<file path="src/rtl/block_interleaver.sv">
// Block interleaver with two ping-pong banks of ROWS*COLS symbols.
// Each block is written row-major and read back column-major. A
// registered output stage presents each symbol on an AXI-Stream style
// handshake. A per-bank FREE/FULL flag decides which side may touch
// each bank.

module block_interleaver #(
    parameter int WIDTH = 1,
    parameter int ROWS  = 4,
    parameter int COLS  = 8
) (
    input  logic             clk,
    input  logic             rst,
    input  logic [WIDTH-1:0] s_axis_tdata,
    input  logic             s_axis_tvalid,
    output logic             s_axis_tready,
    output logic [WIDTH-1:0] m_axis_tdata,
    output logic             m_axis_tvalid,
    input  logic             m_axis_tready,
    output logic             m_axis_tlast
);

    localparam int N  = ROWS * COLS;
    localparam int AW = $clog2(N);
    localparam int RW = $clog2(ROWS);
    localparam int CW = $clog2(COLS);

    localparam logic [AW-1:0] W_LAST = AW'(N - 1);
    localparam logic [RW-1:0] R_LAST = RW'(ROWS - 1);
    localparam logic [CW-1:0] C_LAST = CW'(COLS - 1);

    localparam logic FREE = 1'b0;
    localparam logic FULL = 1'b1;

    // Symbol storage, one array per bank; deliberately not reset
    logic [WIDTH-1:0] mem0 [0:N-1];
    logic [WIDTH-1:0] mem1 [0:N-1];

    logic [1:0]       bank_full;
    logic             wr_bank;
    logic             rd_bank;
    logic [AW-1:0]    w_cnt;
    logic [RW-1:0]    r_cnt;
    logic [CW-1:0]    c_cnt;
    logic [AW-1:0]    rd_addr;
    logic [WIDTH-1:0] rd_data;
    logic             wr_en;
    logic             wr_done;
    logic             rd_en;
    logic             rd_last;
    logic             rd_done;

    // Ready comes straight from flops (flag and bank pointer), so a bank
    // freed on one edge only raises ready after that edge.
    assign s_axis_tready = (bank_full[wr_bank] == FREE);
    assign wr_en         = s_axis_tvalid && s_axis_tready;
    assign wr_done       = wr_en && (w_cnt == W_LAST);

    // A load happens whenever the read bank holds a complete block and
    // the output register is empty or being drained this cycle.
    assign rd_en   = (bank_full[rd_bank] == FULL) && (!m_axis_tvalid || m_axis_tready);
    assign rd_last = (r_cnt == R_LAST) && (c_cnt == C_LAST);
    assign rd_done = rd_en && rd_last;

    assign rd_addr = AW'(r_cnt) * AW'(COLS) + AW'(c_cnt);
    assign rd_data = rd_bank ? mem1[rd_addr] : mem0[rd_addr];

    // Store accepted symbols row-major into the current write bank
    always_ff @(posedge clk) begin
        if (wr_en) begin
            if (wr_bank) begin
                mem1[w_cnt] <= s_axis_tdata;
            end else begin
                mem0[w_cnt] <= s_axis_tdata;
            end
        end
    end

    // Write address counter; wraps at N-1 and flips to the other bank
    always_ff @(posedge clk or posedge rst) begin
        if (rst) begin
            w_cnt   <= '0;
            wr_bank <= 1'b0;
        end else if (wr_en) begin
            if (w_cnt == W_LAST) begin
                w_cnt   <= '0;
                wr_bank <= ~wr_bank;
            end else begin
                w_cnt <= w_cnt + 1'b1;
            end
        end
    end

    // Bank flags: the writer marks its bank FULL, the reader marks its bank
    // FREE. The two always target different banks, so both can apply at once.
    always_ff @(posedge clk or posedge rst) begin
        if (rst) begin
            bank_full <= '0;
        end else begin
            if (wr_done) begin
                bank_full[wr_bank] <= FULL;
            end
            if (rd_done) begin
                bank_full[rd_bank] <= FREE;
            end
        end
    end

    // Column-major read counters: row is the inner loop, column the outer loop
    always_ff @(posedge clk or posedge rst) begin
        if (rst) begin
            r_cnt   <= '0;
            c_cnt   <= '0;
            rd_bank <= 1'b0;
        end else if (rd_en) begin
            if (rd_last) begin
                r_cnt   <= '0;
                c_cnt   <= '0;
                rd_bank <= ~rd_bank;
            end else if (r_cnt == R_LAST) begin
                r_cnt <= '0;
                c_cnt <= c_cnt + 1'b1;
            end else begin
                r_cnt <= r_cnt + 1'b1;
            end
        end
    end

    // Output register: loads on a read, empties on a handshake with no
    // reload, and holds everything while stalled.
    always_ff @(posedge clk or posedge rst) begin
        if (rst) begin
            m_axis_tdata  <= '0;
            m_axis_tvalid <= 1'b0;
            m_axis_tlast  <= 1'b0;
        end else if (rd_en) begin
            m_axis_tdata  <= rd_data;
            m_axis_tlast  <= rd_last;
            m_axis_tvalid <= 1'b1;
        end else if (m_axis_tvalid && m_axis_tready) begin
            m_axis_tvalid <= 1'b0;
        end
    end

endmodule
</file>
<file path="config.mk">
export PLATFORM = sky130hd
export DESIGN_NAME = block_interleaver
export DESIGN_NICKNAME = d
export VERILOG_FILES = /design/src/rtl/block_interleaver.sv
export SDC_FILE = /design/constraint.sdc
export NUM_CORES = 1
export LEC_CHECK = 0
export CAP_MARGIN = 20
export CORE_MARGIN = 3
export CORE_UTILIZATION = 45
export CTS_CLUSTER_DIAMETER = 30
export DETAILED_ROUTE_END_ITERATION = 12
export PLACE_DENSITY = 0.68
export SYNTH_ARGS = -nofsm -noshare
export SYNTH_HDL_FRONTEND = slang
export SYNTH_SLANG_ARGS = --single-unit
</file>
<file path="constraint.sdc">
create_clock -name clk -period 1.6 [get_ports clk]
set_input_delay 0.16 -clock clk [delete_from_list [all_inputs] [get_ports clk]]
set_output_delay 0.16 -clock clk [all_outputs]
set_load 0.05 [all_outputs]
</file>
# Word level (Yosys, flattened, before mapping)
# Memory sizes are Yosys's and may differ from the RTL's.
# Cells that the tools add are included.
word_totals:
  ff_bits: 17
  out_inout_bits: 4
  word_cells: 67
  memories: 2
  in_bits: 5
  ramBits: 64
memory_table:
  columns: ["memory", "words", "width", "read_ports", "rd_ports_with_merged_regs", "wr", "line", "text"]
  rows:
  - ["mem0", 32, 1, 1, 0, 1, "36", "logic [WIDTH-1:0] mem0 [0:N-1];"]
  - ["mem1", 32, 1, 1, 0, 1, "37", "logic [WIDTH-1:0] mem1 [0:N-1];"]
classes:
  muxes: 24
  n_eq_ne: 3
  bitwise: 6
  reduce_logical: 15
  n_addsub: 4
  order_cmp: 4
ops:
  columns: ["cell", "count"]
  rows:
  - ["1-bit 2-to-1 mux", 15]
  - ["1-bit logical AND", 8]
  - ["2-bit 2-to-1 mux", 4]
  - ["3-bit 2-to-1 mux", 2]
  - ["2-bit AND reduction", 3]
  - ["5-bit by 1-bit adder with 5-bit output, second input constant", 1]
  - ["5-bit by 3-bit adder with 5-bit output", 1]
  - ["5-bit equality test, second input constant", 1]
  - ["5-bit 2-to-1 mux", 1]
  - ["1-bit by 2-bit less-than comparator with 1-bit output, second input constant", 2]
  - ["2-bit nonzero test", 2]
  - ["3-bit by 1-bit adder with 3-bit output, second input constant", 1]
  - ["3-bit equality test, second input constant", 1]
  - ["1-bit inverter", 3]
  - ["2-bit by 1-bit adder with 2-bit output, second input constant", 1]
  - ["2-bit bitwise AND", 1]
  - ["1-bit demux with 1-bit select", 2]
  - ["2-bit equality test, second input constant", 1]
  - ["1-bit greater-or-equal comparator, second input constant", 2]
  - ["2-bit inverter", 1]
  - ["2-bit bitwise OR", 1]
  - ["1-bit zero test", 1]
  - ["1-bit logical OR", 1]

# Depth between registers and ports, before layout
# Gate-level depths: netlist of the first run.
logic_depth:
  depth_word: 8
  mapped_depth: 9
  ltp_nobuf: 6

# Worst setup path after synthesis of the first run
# No wires, ideal clock.
synth_path:
  path_type: "register to register"
  from: "reg wr_bank"
  to: "reg wr_bank"
  setup_ns: 0.121
  setup_slack_ns: -0.500
  period_less_slack_ns: 2.100
  stages_incl_launch_ff: 6
  required_time_ns: 1.479
  arrival_time_ns: 1.979
  path_buffers: 0
  cell_sequence: "dfrtp_1 mux2i_1 nand2_1 inv_1 nand2_1 a22o_1"
synth_between:
  elab_chain_len: 5
  word_cells_on_any_way: 6
  cone_classes: "mux (2); bitwise (2); reduce/logical (2)"
synth_rtl:
  columns: ["element", "line", "text"]
  rows:
  - ["start, declared", "40", "logic wr_bank;"]
  - ["start signal, assigned", "87", "wr_bank <= ~wr_bank;"]
  - ["1-bit 2-to-1 mux (implied by the code) (2 in a row)", "55", "assign s_axis_tready = (bank_full[wr_bank] == FREE);"]
  - ["1-bit inverter", "55", null]
  - ["via s_axis_tready", "16", "output logic s_axis_tready,"]
  - ["1-bit logical AND", "56", "assign wr_en = s_axis_tvalid && s_axis_tready;"]
  - ["2-bit AND reduction (no line)", null, null]
# The timed path passes the listed nets, and every way through them passes these cells. The select of a mux whose other input is x is not followed.
# A chain may end at the register's enable or synchronous reset.

# Worst setup path after layout of the first run
layout_path:
  from: "reg c_cnt[0]"
  to: "reg m_axis_tdata"
layout_between:
  elab_chain_len: 3
  word_cells_on_any_way: 4
  cone_classes: "add/sub (1); mux (1); memory (2)"
layout_rtl:
  columns: ["element", "line", "text"]
  rows:
  - ["start, declared", "44", "logic [CW-1:0] c_cnt;"]
  - ["start signal, assigned", "122", "c_cnt <= c_cnt + 1'b1;"]
  - ["5-bit by 3-bit adder with 5-bit output (*)", "65", "assign rd_addr = AW'(r_cnt) * AW'(COLS) + AW'(c_cnt);"]
  - ["memory read 32 x 1 bit, on equally long branches", null, null]
  - ["1-bit 2-to-1 mux (*)", "66", "assign rd_data = rd_bank ? mem1[rd_addr] : mem0[rd_addr];"]
  - ["end signal, assigned", "137", "m_axis_tdata <= rd_data;"]
  - ["end, declared", "17", "output logic [WIDTH-1:0] m_axis_tdata,"]
# Every way passes the cells marked *; elsewhere a longest branch is shown, timed or not.

==> results of run 1 <==
power by group through the flow:
stage / logic, uW / registers [uW] / clock network (uW)
global route: 2280 / 2830 / 1720
detailed placement: 2020 / 2820 / 0
floorplan: 1290 / 2770 / 0
CTS: 2030 / 2780 / 1640
finish: 2080 / 2790 / 1610
global placement: 1970 / 2790 / 0
worst register-to-register path: stages, from the launching register on:
cell and delay (ps):
sky130_fd_sc_hd__dfrtp_2 440, sky130_fd_sc_hd__buf_4 170, sky130_fd_sc_hd__nor2_1 220, sky130_fd_sc_hd__buf_4 160, sky130_fd_sc_hd__a22oi_1 70, sky130_fd_sc_hd__nand4b_1 110, sky130_fd_sc_hd__a31oi_1 60, sky130_fd_sc_hd__o41ai_1 440
sky130_fd_sc_hd__o22ai_1 120
cell families after synthesis:
kind of cell | synth area share
XOR/XNOR | 0.00234
AND/OR/NAND/NOR | 0.144
buffers and inverters | 0.0297
AO/OA/AOI/OAI | 0.0491
adder cells (fa/ha/maj) | 0.0267
multiplexers | 0.121
flip-flops | 0.627
synth_stat cells, types with 2 or more instances:
library cell	instances
sky130_fd_sc_hd__nor2_1	69
sky130_fd_sc_hd__o21ai_0	8
sky130_fd_sc_hd__a31oi_1	3
sky130_fd_sc_hd__mux2i_1	20
sky130_fd_sc_hd__nand2_1	24
sky130_fd_sc_hd__ha_1	8
sky130_fd_sc_hd__a22oi_1	4
sky130_fd_sc_hd__inv_1	8
sky130_fd_sc_hd__a21oi_1	2
sky130_fd_sc_hd__mux2_2	5
sky130_fd_sc_hd__nand2b_1	3
sky130_fd_sc_hd__edfxtp_1	64
sky130_fd_sc_hd__buf_6	3
sky130_fd_sc_hd__nand3b_1	2
sky130_fd_sc_hd__nand3_1	7
sky130_fd_sc_hd__nor2b_1	3
sky130_fd_sc_hd__mux4_2	4
sky130_fd_sc_hd__and3_1	3
sky130_fd_sc_hd__or2_2	3
sky130_fd_sc_hd__mux4_1	4
sky130_fd_sc_hd__nand4b_1	2
sky130_fd_sc_hd__nor3_1	4
sky130_fd_sc_hd__dfrtp_1	17
sky130_fd_sc_hd__clkbuf_1	8
sky130_fd_sc_hd__a211oi_1	2
placed cells by master (no fill, tap or decap), types with 4 or more instances in the layout:
cell                              netlist  final
sky130_fd_sc_hd__nor2_1                69     67
sky130_fd_sc_hd__edfxtp_1              64     64
sky130_fd_sc_hd__buf_4                  1     26
sky130_fd_sc_hd__nand2_1               24     19
sky130_fd_sc_hd__mux2i_1               20     16
sky130_fd_sc_hd__dfrtp_1               17     12
sky130_fd_sc_hd__clkbuf_8               0     10
sky130_fd_sc_hd__inv_1                  8      8
sky130_fd_sc_hd__o21ai_0                8      6
sky130_fd_sc_hd__nand3_1                7      6
sky130_fd_sc_hd__mux4_2                 4      6
sky130_fd_sc_hd__ha_1                   8      6
sky130_fd_sc_hd__nand2_2                0      5
sky130_fd_sc_hd__dfrtp_2                0      5
sky130_fd_sc_hd__mux2_2                 5      4
sky130_fd_sc_hd__a22oi_1                4      4
sky130_fd_sc_hd__clkdlybuf4s50_1        0      4
through the flow:
stage,util,hold WS (ps),cells
3_5_place_dp,0.520,503,417
6_report,0.558,123,435
4_1_cts,0.548,123,433
2_1_floorplan,-,86.1,296
3_3_place_gp,0.520,496,417
5_1_grt,0.558,139,435
sequential cells by signal, indices dropped and copies added, names as in the netlist, 2 cells and up:
signal     cells
r_cnt          2
mem1          32
mem0          32
bank_full      2
c_cnt          3
w_cnt          5
path summary, 6_finish.rpt:
kind                                                   to  slack (ps)  cells past startpoint
min in group clk                m_axis_tvalid$_DFFE_PP0P_         410                      2
worst min-delay path                  rd_bank$_DFFE_PP0P_         120                      3
worst max-delay path             m_axis_tdata$_DFFE_PP0P_        -310                      8
worst max register to register   m_axis_tdata$_DFFE_PP0P_        -310                      8
worst min register to register   m_axis_tlast$_DFFE_PP0P_         550                      2
max in group asynchronous            c_cnt[0]$_DFFE_PP0P_        1250                      3
layer usage:
metal | vias up | GRT usage
met5 | - | 0
met4 | 0 | 0.0618
met3 | 21 | 0.0402
met2 | 51 | 0.260
met1 | 1165 | 0.222
li1 | 1129 | -
timing repair:
item                       in CTS  in global routing
hold buffers                    0                  0
setup endpoints to repair       3                 57
pin swaps                       0                  1
setup buffers                   0                  2
gates resized for setup         4                 22
area by class of cell:
cell class / count / area [um^2]
clock buffer: 12 / 145
clock inverter: 4 / 68.8
fill: 650 / 3490
inverter: 8 / 30.0
multi-input combinational: 193 / 1360
sequential: 81 / 2350
tap: 102 / 128
timing repair buffer: 35 / 318
==> flow_summary.html, run 1 <==
<table>
<tr><th>Metric</th><th>Value</th></tr>
<tr><th colspan="2">Global routing</th></tr>
<tr><td>Number of global-route vias before repair</td><td>2382</td></tr>
<tr><td>Total grt overflow</td><td>0</td></tr>
<tr><td>Initial antenna violation count</td><td>0</td></tr>
<tr><td>Global-route wire length before repair</td><td>12.1 mm</td></tr>
<tr><td>GRT Resource Usage Total</td><td>0.165</td></tr>
<tr><td>Largest net degree at the start of global routing</td><td>65</td></tr>
<tr><th colspan="2">STA</th></tr>
<tr><td>Setup Viol. Count Final</td><td>1</td></tr>
<tr><td>Post-route worst setup slack</td><td>-308 ps</td></tr>
<tr><td>Maximum clock frequency</td><td>0.524 GHz</td></tr>
<tr><td>Period minus WS final</td><td>1910 ps</td></tr>
<tr><td>Period utilization</td><td>1.19</td></tr>
<tr><td>Max Clock Skew</td><td>9.88 ps</td></tr>
<tr><td>Number of pins exceeding their max-slew limit in the final report</td><td>0</td></tr>
<tr><td>Slew at the pin with the worst max-slew slack</td><td>548 ps</td></tr>
<tr><td>Number of hold violations in the final report</td><td>0</td></tr>
<tr><td>Relative slew slack</td><td>0.635</td></tr>
<tr><td>TNS Setup</td><td>-308 ps</td></tr>
<tr><td>Setup repair after global routing missed its margin</td><td>true</td></tr>
<tr><th colspan="2">Routing</th></tr>
<tr><td>Met1 Wirelength</td><td>3.36 mm</td></tr>
<tr><td>Detail Route met3 WL</td><td>263 um</td></tr>
<tr><td>Number of DRC markers in iteration 0</td><td>126</td></tr>
<tr><td>Total vias in the final route</td><td>2366</td></tr>
<tr><td>Top metal layer carrying routed signals</td><td>met4</td></tr>
<tr><td>Number of iterations in the first detailed-routing pass</td><td>4</td></tr>
<tr><td>Wirelength, routed</td><td>7.45 mm</td></tr>
<tr><td>Detail Route Antenna Nets</td><td>0</td></tr>
<tr><td>Mean number of vias per cell</td><td>5.44</td></tr>
<tr><td>Drc violations</td><td>0</td></tr>
<tr><td>Wire per inst</td><td>17.1 um</td></tr>
<tr><td>Total length of routed met2 wires</td><td>3.65 mm</td></tr>
<tr><th colspan="2">Floorplan</th></tr>
<tr><td>Initial standard-cell utilization of the core</td><td>0.475</td></tr>
<tr><td>Width of the die</td><td>97.2 um</td></tr>
<tr><td>Core Area</td><td>7890 um^2</td></tr>
<tr><td>Y dimension of the die</td><td>97.2 um</td></tr>
<tr><td>Num ports</td><td>9</td></tr>
<tr><td>Die area</td><td>9450 um^2</td></tr>
<tr><td>Row cnt</td><td>32</td></tr>
<tr><th colspan="2">Pwr</th></tr>
<tr><td>P per Cell Area</td><td>1470 nW/um^2</td></tr>
<tr><td>Power share of the clock group</td><td>0.248</td></tr>
<tr><td>Peak supply drop</td><td>0.000658 V</td></tr>
<tr><td>Total power</td><td>6480 uW</td></tr>
<tr><td>Switching Power</td><td>2130 uW</td></tr>
<tr><td>Switch share</td><td>0.329</td></tr>
<tr><td>Register share of total power</td><td>0.431</td></tr>
<tr><td>Static leakage</td><td>0.00152 uW</td></tr>
<tr><td>Internal Power</td><td>4350 uW</td></tr>
<tr><td>Share of power burned in combinational logic</td><td>0.321</td></tr>
<tr><th colspan="2">Clocking</th></tr>
<tr><td>Number of buffers created by CTS</td><td>9</td></tr>
<tr><td>Maximum number of buffers from clock root to sink</td><td>2</td></tr>
<tr><td>Clock transition at the registers of the reported paths</td><td>80 ps</td></tr>
<tr><td>Clock latency on the worst-skew pair</td><td>350 ps</td></tr>
<tr><td>Number of levels the H-tree was split into</td><td>3</td></tr>
<tr><td>TritonCTS clock tree</td><td>done</td></tr>
<tr><td>Number of sinks handled by clock tree synthesis</td><td>81</td></tr>
<tr><td>Clk Tree Root Cell</td><td>sky130_fd_sc_hd__clkbuf_8</td></tr>
<tr><th colspan="2">Outcome</th></tr>
<tr><td>Run status</td><td>finished with violations</td></tr>
<tr><td>Violations in the final reports</td><td>setup timing</td></tr>
<tr><th colspan="2">Final layout</th></tr>
<tr><td>Net count, final</td><td>341</td></tr>
<tr><td>Total non-filler cell area in the finished layout</td><td>4400 um^2</td></tr>
<tr><td>Area growth from synthesis to layout</td><td>17.5%</td></tr>
<tr><td>Share of cells above drive strength 1</td><td>0.249</td></tr>
<tr><td>Antenna diode instance count</td><td>0</td></tr>
<tr><th colspan="2">Worst hold path</th></tr>
<tr><td>Path type of the worst min-delay path</td><td>input port to asynchronous set/reset pin</td></tr>
<tr><th colspan="2">Worst setup path</th></tr>
<tr><td>Most used cell along the critical path</td><td>sky130_fd_sc_hd__buf_4</td></tr>
<tr><td>Kind of critical path</td><td>flip-flop to flip-flop</td></tr>
<tr><td>Top delay family on crit path</td><td>compound AO/OA/AOI/OAI gates</td></tr>
<tr><td>CP max FO</td><td>6</td></tr>
<tr><td>Required time at the endpoint of the critical path</td><td>1810 ps</td></tr>
<tr><td>Series of cell instances along the critical path</td><td>buf_4 -&gt; nor2_1 -&gt; buf_4 -&gt; a22oi_1 -&gt; nand4b_1 -&gt; a31oi_1 -&gt; o41ai_1 -&gt; o22ai_1</td></tr>
<tr><td>Critical path data arrival time</td><td>2120 ps</td></tr>
<tr><td>CP Capture Type</td><td>flip-flop</td></tr>
<tr><td>Highest-delay cell along the critical path</td><td>sky130_fd_sc_hd__dfrtp_2</td></tr>
<tr><td>FF-to-FF Start</td><td>c_cnt[0]$_DFFE_PP0P_</td></tr>
<tr><td>Worst setup startpoint</td><td>c_cnt[0]$_DFFE_PP0P_</td></tr>
<tr><td>Delay contributed by the slowest stage of the critical path</td><td>440 ps</td></tr>
<tr><td>Sort of element at the start of the critical path</td><td>flip-flop</td></tr>
<tr><td>Buffers plus inverters on the worst setup path</td><td>2</td></tr>
<tr><th colspan="2">Yosys</th></tr>
<tr><td>Number of warnings printed during yosys synthesis</td><td>0</td></tr>
<tr><td>Cell taking the most area after synthesis</td><td>sky130_fd_sc_hd__edfxtp_1</td></tr>
<tr><td>Number of nets produced by synthesis</td><td>309</td></tr>
<tr><td>Post-synthesis async set-or-reset flop share</td><td>0.210</td></tr>
<tr><td>Post-Syn Area per Cell</td><td>12.6 um^2</td></tr>
<tr><td>Dominant register cell in the synthesized netlist</td><td>sky130_fd_sc_hd__edfxtp_1</td></tr>
<tr><td>Cells after synthesis</td><td>296</td></tr>
<tr><td>Flip-flop and latch count after synthesis</td><td>81</td></tr>
<tr><td>Unique cell type count in the Yosys netlist</td><td>41</td></tr>
<tr><td>Portion of the post-synthesis area used by sequential elements</td><td>0.627</td></tr>
<tr><td>Fraction of post-synthesis cell area in the top cell type by area</td><td>0.513</td></tr>
<tr><td>Number of enable-type register cells in the synthesized netlist</td><td>64</td></tr>
<tr><td>Top post-synthesis cells by area</td><td>sky130_fd_sc_hd__edfxtp_1 (51%), sky130_fd_sc_hd__dfrtp_1 (11%), sky130_fd_sc_hd__nor2_1 (6.9%), sky130_fd_sc_hd__mux2i_1 (5.3%), sky130_fd_sc_hd__mux4_1 (2.8%)</td></tr>
<tr><td>Post-Syn Area</td><td>3740 um^2</td></tr>
<tr><th colspan="2">Run</th></tr>
<tr><td>Maxcap violations</td><td>0</td></tr>
<tr><th colspan="2">Place</th></tr>
<tr><td>Number of buffers added on ports</td><td>8</td></tr>
<tr><td>Final GP Congestion</td><td>0.874</td></tr>
<tr><td>Post-Place Cell Area</td><td>4100 um^2</td></tr>
<tr><td>Detail Placement HPWL</td><td>5.20 mm</td></tr>
<tr><td>Worst setup timing slack at the placement stage</td><td>-213 ps</td></tr>
</table>
Note: power is estimated with default switching activity, not from simulation.
==> run 2, diff against run 1 <==
--- a/config.mk
+++ b/config.mk
@@ -8,9 +8,10 @@
 export CAP_MARGIN = 20
 export CORE_MARGIN = 3
 export CORE_UTILIZATION = 45
-export CTS_CLUSTER_DIAMETER = 30
+export CTS_CLUSTER_DIAMETER = 200
 export DETAILED_ROUTE_END_ITERATION = 12
-export PLACE_DENSITY = 0.68
+export PLACE_DENSITY = 0.66
 export SYNTH_ARGS = -nofsm -noshare
 export SYNTH_HDL_FRONTEND = slang
 export SYNTH_SLANG_ARGS = --single-unit
+export TNS_END_PERCENT = 20
==> constraint.sdc (replaced) <==
create_clock -name clk -period 1.8 [get_ports clk]
set_input_delay 0.18 -clock clk [delete_from_list [all_inputs] [get_ports clk]]
set_output_delay 0.18 -clock clk [all_outputs]
set_load 0.05 [all_outputs]
==> run 2 against run 1 <==
Compared with the run above:
- non-clock buffer count shrank 8
- worst setup slack gained 370 ps
- global-route usage grew 0.51 points
- largest cell class unchanged
- the flow now finishes without violations
- sequential power shrank 11%
- worst hold slack gained 44 ps
- routed wire length is essentially flat
- sequential share of layout area grew 1.6 points
- count of clock-buffer cells in the layout grew 1
==> flow_summary.html, run 2 (synthesis results as in run 1) <==
<table>
<tr><th>Metric</th><th>Value</th></tr>
<tr><th colspan="2">Global routing</th></tr>
<tr><td>Met2 Use GR</td><td>0.254 (was 0.260)</td></tr>
<tr><td>Global-route wire length before repair</td><td>12.4 mm (was 12.1 mm)</td></tr>
<tr><td>GRT Resource Usage Total</td><td>0.170 (was 0.165)</td></tr>
<tr><td>Most Crowded Layer GR</td><td>met2 (unchanged)</td></tr>
<tr><td>Initial antenna violation count</td><td>0 (unchanged)</td></tr>
<tr><td>Met3 track demand over resource</td><td>0.0431 (was 0.0402)</td></tr>
<tr><td>Number of global-route vias before repair</td><td>2356 (was 2382)</td></tr>
<tr><td>Largest net degree at the start of global routing</td><td>65 (unchanged)</td></tr>
<tr><td>Total grt overflow</td><td>0 (unchanged)</td></tr>
<tr><td>Fraction of met1 tracks used by global routing</td><td>0.240 (was 0.222)</td></tr>
<tr><th colspan="2">Pwr</th></tr>
<tr><td>Register share of total power</td><td>0.451 (was 0.431)</td></tr>
<tr><td>Switching Power</td><td>1850 uW (was 2130 uW)</td></tr>
<tr><td>Static leakage</td><td>0.00148 uW (was 0.00152 uW)</td></tr>
<tr><td>P per Cell Area</td><td>1290 nW/um^2 (was 1470 nW/um^2)</td></tr>
<tr><td>Peak supply drop</td><td>0.000742 V (was 0.000658 V)</td></tr>
<tr><td>Internal Power</td><td>3640 uW (was 4350 uW)</td></tr>
<tr><td>Power share of the clock group</td><td>0.243 (was 0.248)</td></tr>
<tr><td>Switch share</td><td>0.338 (was 0.329)</td></tr>
<tr><td>Share of power burned in combinational logic</td><td>0.306 (was 0.321)</td></tr>
<tr><th colspan="2">STA</th></tr>
<tr><td>Number of pins exceeding their max-slew limit in the final report</td><td>0 (unchanged)</td></tr>
<tr><td>Relative slew slack</td><td>0.664 (was 0.635)</td></tr>
<tr><td>Period minus WS final</td><td>1740 ps (was 1910 ps)</td></tr>
<tr><td>TNS Setup</td><td>0 ps (was -308 ps)</td></tr>
<tr><td>Setup repair after global routing missed its margin</td><td>true (unchanged)</td></tr>
<tr><td>Setup Viol. Count Final</td><td>0 (was 1)</td></tr>
<tr><td>Period utilization</td><td>0.968 (was 1.19)</td></tr>
<tr><td>Max Clock Skew</td><td>10.8 ps (was 9.88 ps)</td></tr>
<tr><td>Slew at the pin with the worst max-slew slack</td><td>502 ps (was 548 ps)</td></tr>
<tr><td>Number of hold violations in the final report</td><td>0 (unchanged)</td></tr>
<tr><td>Maximum clock frequency</td><td>0.574 GHz (was 0.524 GHz)</td></tr>
<tr><th colspan="2">Worst setup path</th></tr>
<tr><td>Highest-delay cell along the critical path</td><td>sky130_fd_sc_hd__mux4_1 (was sky130_fd_sc_hd__dfrtp_2)</td></tr>
<tr><td>Sort of element at the start of the critical path</td><td>flip-flop (unchanged)</td></tr>
<tr><td>CP Capture Type</td><td>flip-flop (unchanged)</td></tr>
<tr><td>Kind of critical path</td><td>flip-flop to flip-flop (unchanged)</td></tr>
<tr><td>CP max FO</td><td>5 (was 6)</td></tr>
<tr><td>Delay contributed by the slowest stage of the critical path</td><td>550 ps (was 440 ps)</td></tr>
<tr><td>Series of cell instances along the critical path</td><td>mux4_1 -&gt; mux2_2 -&gt; o211ai_2 -&gt; and3_1 -&gt; o22ai_1 (was buf_4 -&gt; nor2_1 -&gt; buf_4 -&gt; a22oi_1 -&gt; nand4b_1 -&gt; a31oi_1 -&gt; o41ai_1 -&gt; o22ai_1)</td></tr>
<tr><td>Required time at the endpoint of the critical path</td><td>2030 ps (was 1810 ps)</td></tr>
<tr><td>Critical path data arrival time</td><td>1970 ps (was 2120 ps)</td></tr>
<tr><th colspan="2">Final layout</th></tr>
<tr><td>Non-filler instance count after layout</td><td>427 (was 435)</td></tr>
<tr><td>Net count, final</td><td>333 (was 341)</td></tr>
<tr><td>Share of the core filled with cells in the final layout</td><td>0.541 (was 0.558)</td></tr>
<tr><td>Antenna diode instance count</td><td>0 (unchanged)</td></tr>
<tr><td>Highest-count cells in the layout ignoring fill and taps</td><td>sky130_fd_sc_hd__nor2_1 (69), sky130_fd_sc_hd__edfxtp_1 (64), sky130_fd_sc_hd__nand2_1 (24) (was sky130_fd_sc_hd__nor2_1 (67), sky130_fd_sc_hd__edfxtp_1 (64), sky130_fd_sc_hd__buf_4 (26))</td></tr>
<tr><td>Area growth from synthesis to layout</td><td>14.1% (was 17.5%)</td></tr>
<tr><td>Biggest registers after layout</td><td>mem0 (32), mem1 (32), w_cnt (5) (unchanged)</td></tr>
<tr><td>Commonest non-fill, non-tap cell in the layout</td><td>sky130_fd_sc_hd__nor2_1 (unchanged)</td></tr>
<tr><td>Share of cells above drive strength 1</td><td>0.178 (was 0.249)</td></tr>
<tr><th colspan="2">Clocking</th></tr>
<tr><td>Clock latency on the worst-skew pair</td><td>340 ps (was 350 ps)</td></tr>
<tr><td>Number of levels the H-tree was split into</td><td>3 (unchanged)</td></tr>
<tr><td>TritonCTS clock tree</td><td>done (unchanged)</td></tr>
<tr><td>Maximum number of buffers from clock root to sink</td><td>2 (unchanged)</td></tr>
<tr><td>Number of sinks handled by clock tree synthesis</td><td>81 (unchanged)</td></tr>
<tr><td>Number of buffers created by CTS</td><td>9 (unchanged)</td></tr>
<tr><td>Cts-stage hold buffer count</td><td>0 (unchanged)</td></tr>
<tr><td>Clk Tree Root Cell</td><td>sky130_fd_sc_hd__clkbuf_8 (unchanged)</td></tr>
<tr><td>Clock transition at the registers of the reported paths</td><td>80 ps (about the same)</td></tr>
<tr><th colspan="2">Place</th></tr>
<tr><td>Final GP Congestion</td><td>0.865 (was 0.874)</td></tr>
<tr><td>Detail Placement HPWL</td><td>5.19 mm (was 5.20 mm)</td></tr>
<tr><td>Number of buffers added on ports</td><td>8 (unchanged)</td></tr>
<tr><td>Cell total after placement</td><td>411 (was 417)</td></tr>
<tr><th colspan="2">Run</th></tr>
<tr><td>Maxcap violations</td><td>0 (unchanged)</td></tr>
<tr><th colspan="2">Worst hold path</th></tr>
<tr><td>Path type of the worst min-delay path</td><td>input port to asynchronous set/reset pin (unchanged)</td></tr>
<tr><th colspan="2">Routing</th></tr>
<tr><td>Drc violations</td><td>0 (unchanged)</td></tr>
<tr><td>Number of iterations in the first detailed-routing pass</td><td>4 (unchanged)</td></tr>
<tr><td>Detail Route Antenna Nets</td><td>0 (unchanged)</td></tr>
<tr><td>Wire per inst</td><td>17.4 um (was 17.1 um)</td></tr>
<tr><td>Total vias in the final route</td><td>2348 (was 2366)</td></tr>
<tr><td>Wirelength, routed</td><td>7.45 mm (about the same)</td></tr>
<tr><td>Mean number of vias per cell</td><td>5.50 (was 5.44)</td></tr>
<tr><td>Number of DRC markers in iteration 0</td><td>159 (was 126)</td></tr>
<tr><th colspan="2">Outcome</th></tr>
<tr><td>Run status</td><td>completed (was finished with violations)</td></tr>
<tr><th colspan="2">Floorplan</th></tr>
<tr><td>Core Area</td><td>7890 um^2 (unchanged)</td></tr>
<tr><td>Row cnt</td><td>32 (unchanged)</td></tr>
<tr><td>Width of the die</td><td>97.2 um (unchanged)</td></tr>
<tr><td>Y dimension of the die</td><td>97.2 um (unchanged)</td></tr>
<tr><td>Num ports</td><td>9 (unchanged)</td></tr>
<tr><td>Die area</td><td>9450 um^2 (unchanged)</td></tr>
<tr><td>Initial standard-cell utilization of the core</td><td>0.475 (unchanged)</td></tr>
</table>
-- run 2: changes by cell type in the layout (fill, tap and decap cells not counted), sizes merged --
cell / previous run / this run
buf: 31 / 20
clkdlybuf4s50: 4 / 7
bufinv: 2 / 1
clkbuf: 12 / 13
-- run 2: area by class of cell --
class | instances | area, um^2
Clock buffer | 13 | 159
Timing Repair Buffer | 27 | 256
Multi-Input combinational cell | 193 | 1310
Tap cell | 102 | 128
Clock inverter | 3 | 40.0
Fill cell | 668 | 3620
Inverter | 8 | 30.0
Sequential cell | 81 | 2350
-- run 2: timing repair --
item / 4_1_cts / 5_1_grt
pin swaps: 0 / 4
setup buffers: 0 / 0
setup endpoints to repair: 1 / 2
resized for setup: 5 / 8
-- run 2: worst paths after layout --
check / cells past startpoint / start / end / slack [ps]
max: 5 / c_cnt[2]$_DFFE_PP0P_ / m_axis_tdata$_DFFE_PP0P_ / 60
min reg2reg: 2 / m_axis_tlast$_DFFE_PP0P_ / m_axis_tlast$_DFFE_PP0P_ / 560
min in group clk: 2 / m_axis_tready / m_axis_tvalid$_DFFE_PP0P_ / 450
max in group asynchronous: 3 / rst / c_cnt[2]$_DFFE_PP0P_ / 1410
min: 3 / rst / m_axis_tdata$_DFFE_PP0P_ / 170
max reg2reg: 5 / c_cnt[2]$_DFFE_PP0P_ / m_axis_tdata$_DFFE_PP0P_ / 60
-- run 2: critical path, delay by kind of cell (launching register included) --
| kind | cells | cell delay [ps] |
|---|---|---|
| AND/OR/NAND/NOR | 1 | 160 |
| flip-flops | 1 | 430 |
| AO/OA/AOI/OAI | 2 | 200 |
| multiplexers | 2 | 840 |
-- run 2: layer usage --
| layer | up-vias | wire length, um |
|---|---|---|
| met1 | 1158 | 3330 |
| li1 | 1116 | - |
| met4 | 0 | 161 |
| met3 | 11 | 482 |
| met2 | 63 | 3480 |
| met5 | - | 0 |
-- run 2: metrics by stage --
step | total power (uW) | hold WS, ps | setup WS [ps] | area (um^2)
floorplan | 3570 | 106 | 1.18 | 3750
global placement | 4120 | 515 | -78.8 | 4040
detailed placement | 4170 | 542 | -85.4 | 4040
CTS | 5510 | 169 | 17.3 | 4250
global route | 5840 | 186 | -9.92 | 4270
finish | 5490 | 167 | 57.3 | 4270
-- run 2: power by group through the flow --
stage               clock network [uW]  logic, uW  registers (uW)
global placement                     0       1620            2500
detailed placement                   0       1650            2510
global route                      1440       1880            2520
floorplan                            0       1120            2450
finish                            1330       1680            2480
CTS                               1360       1680            2470
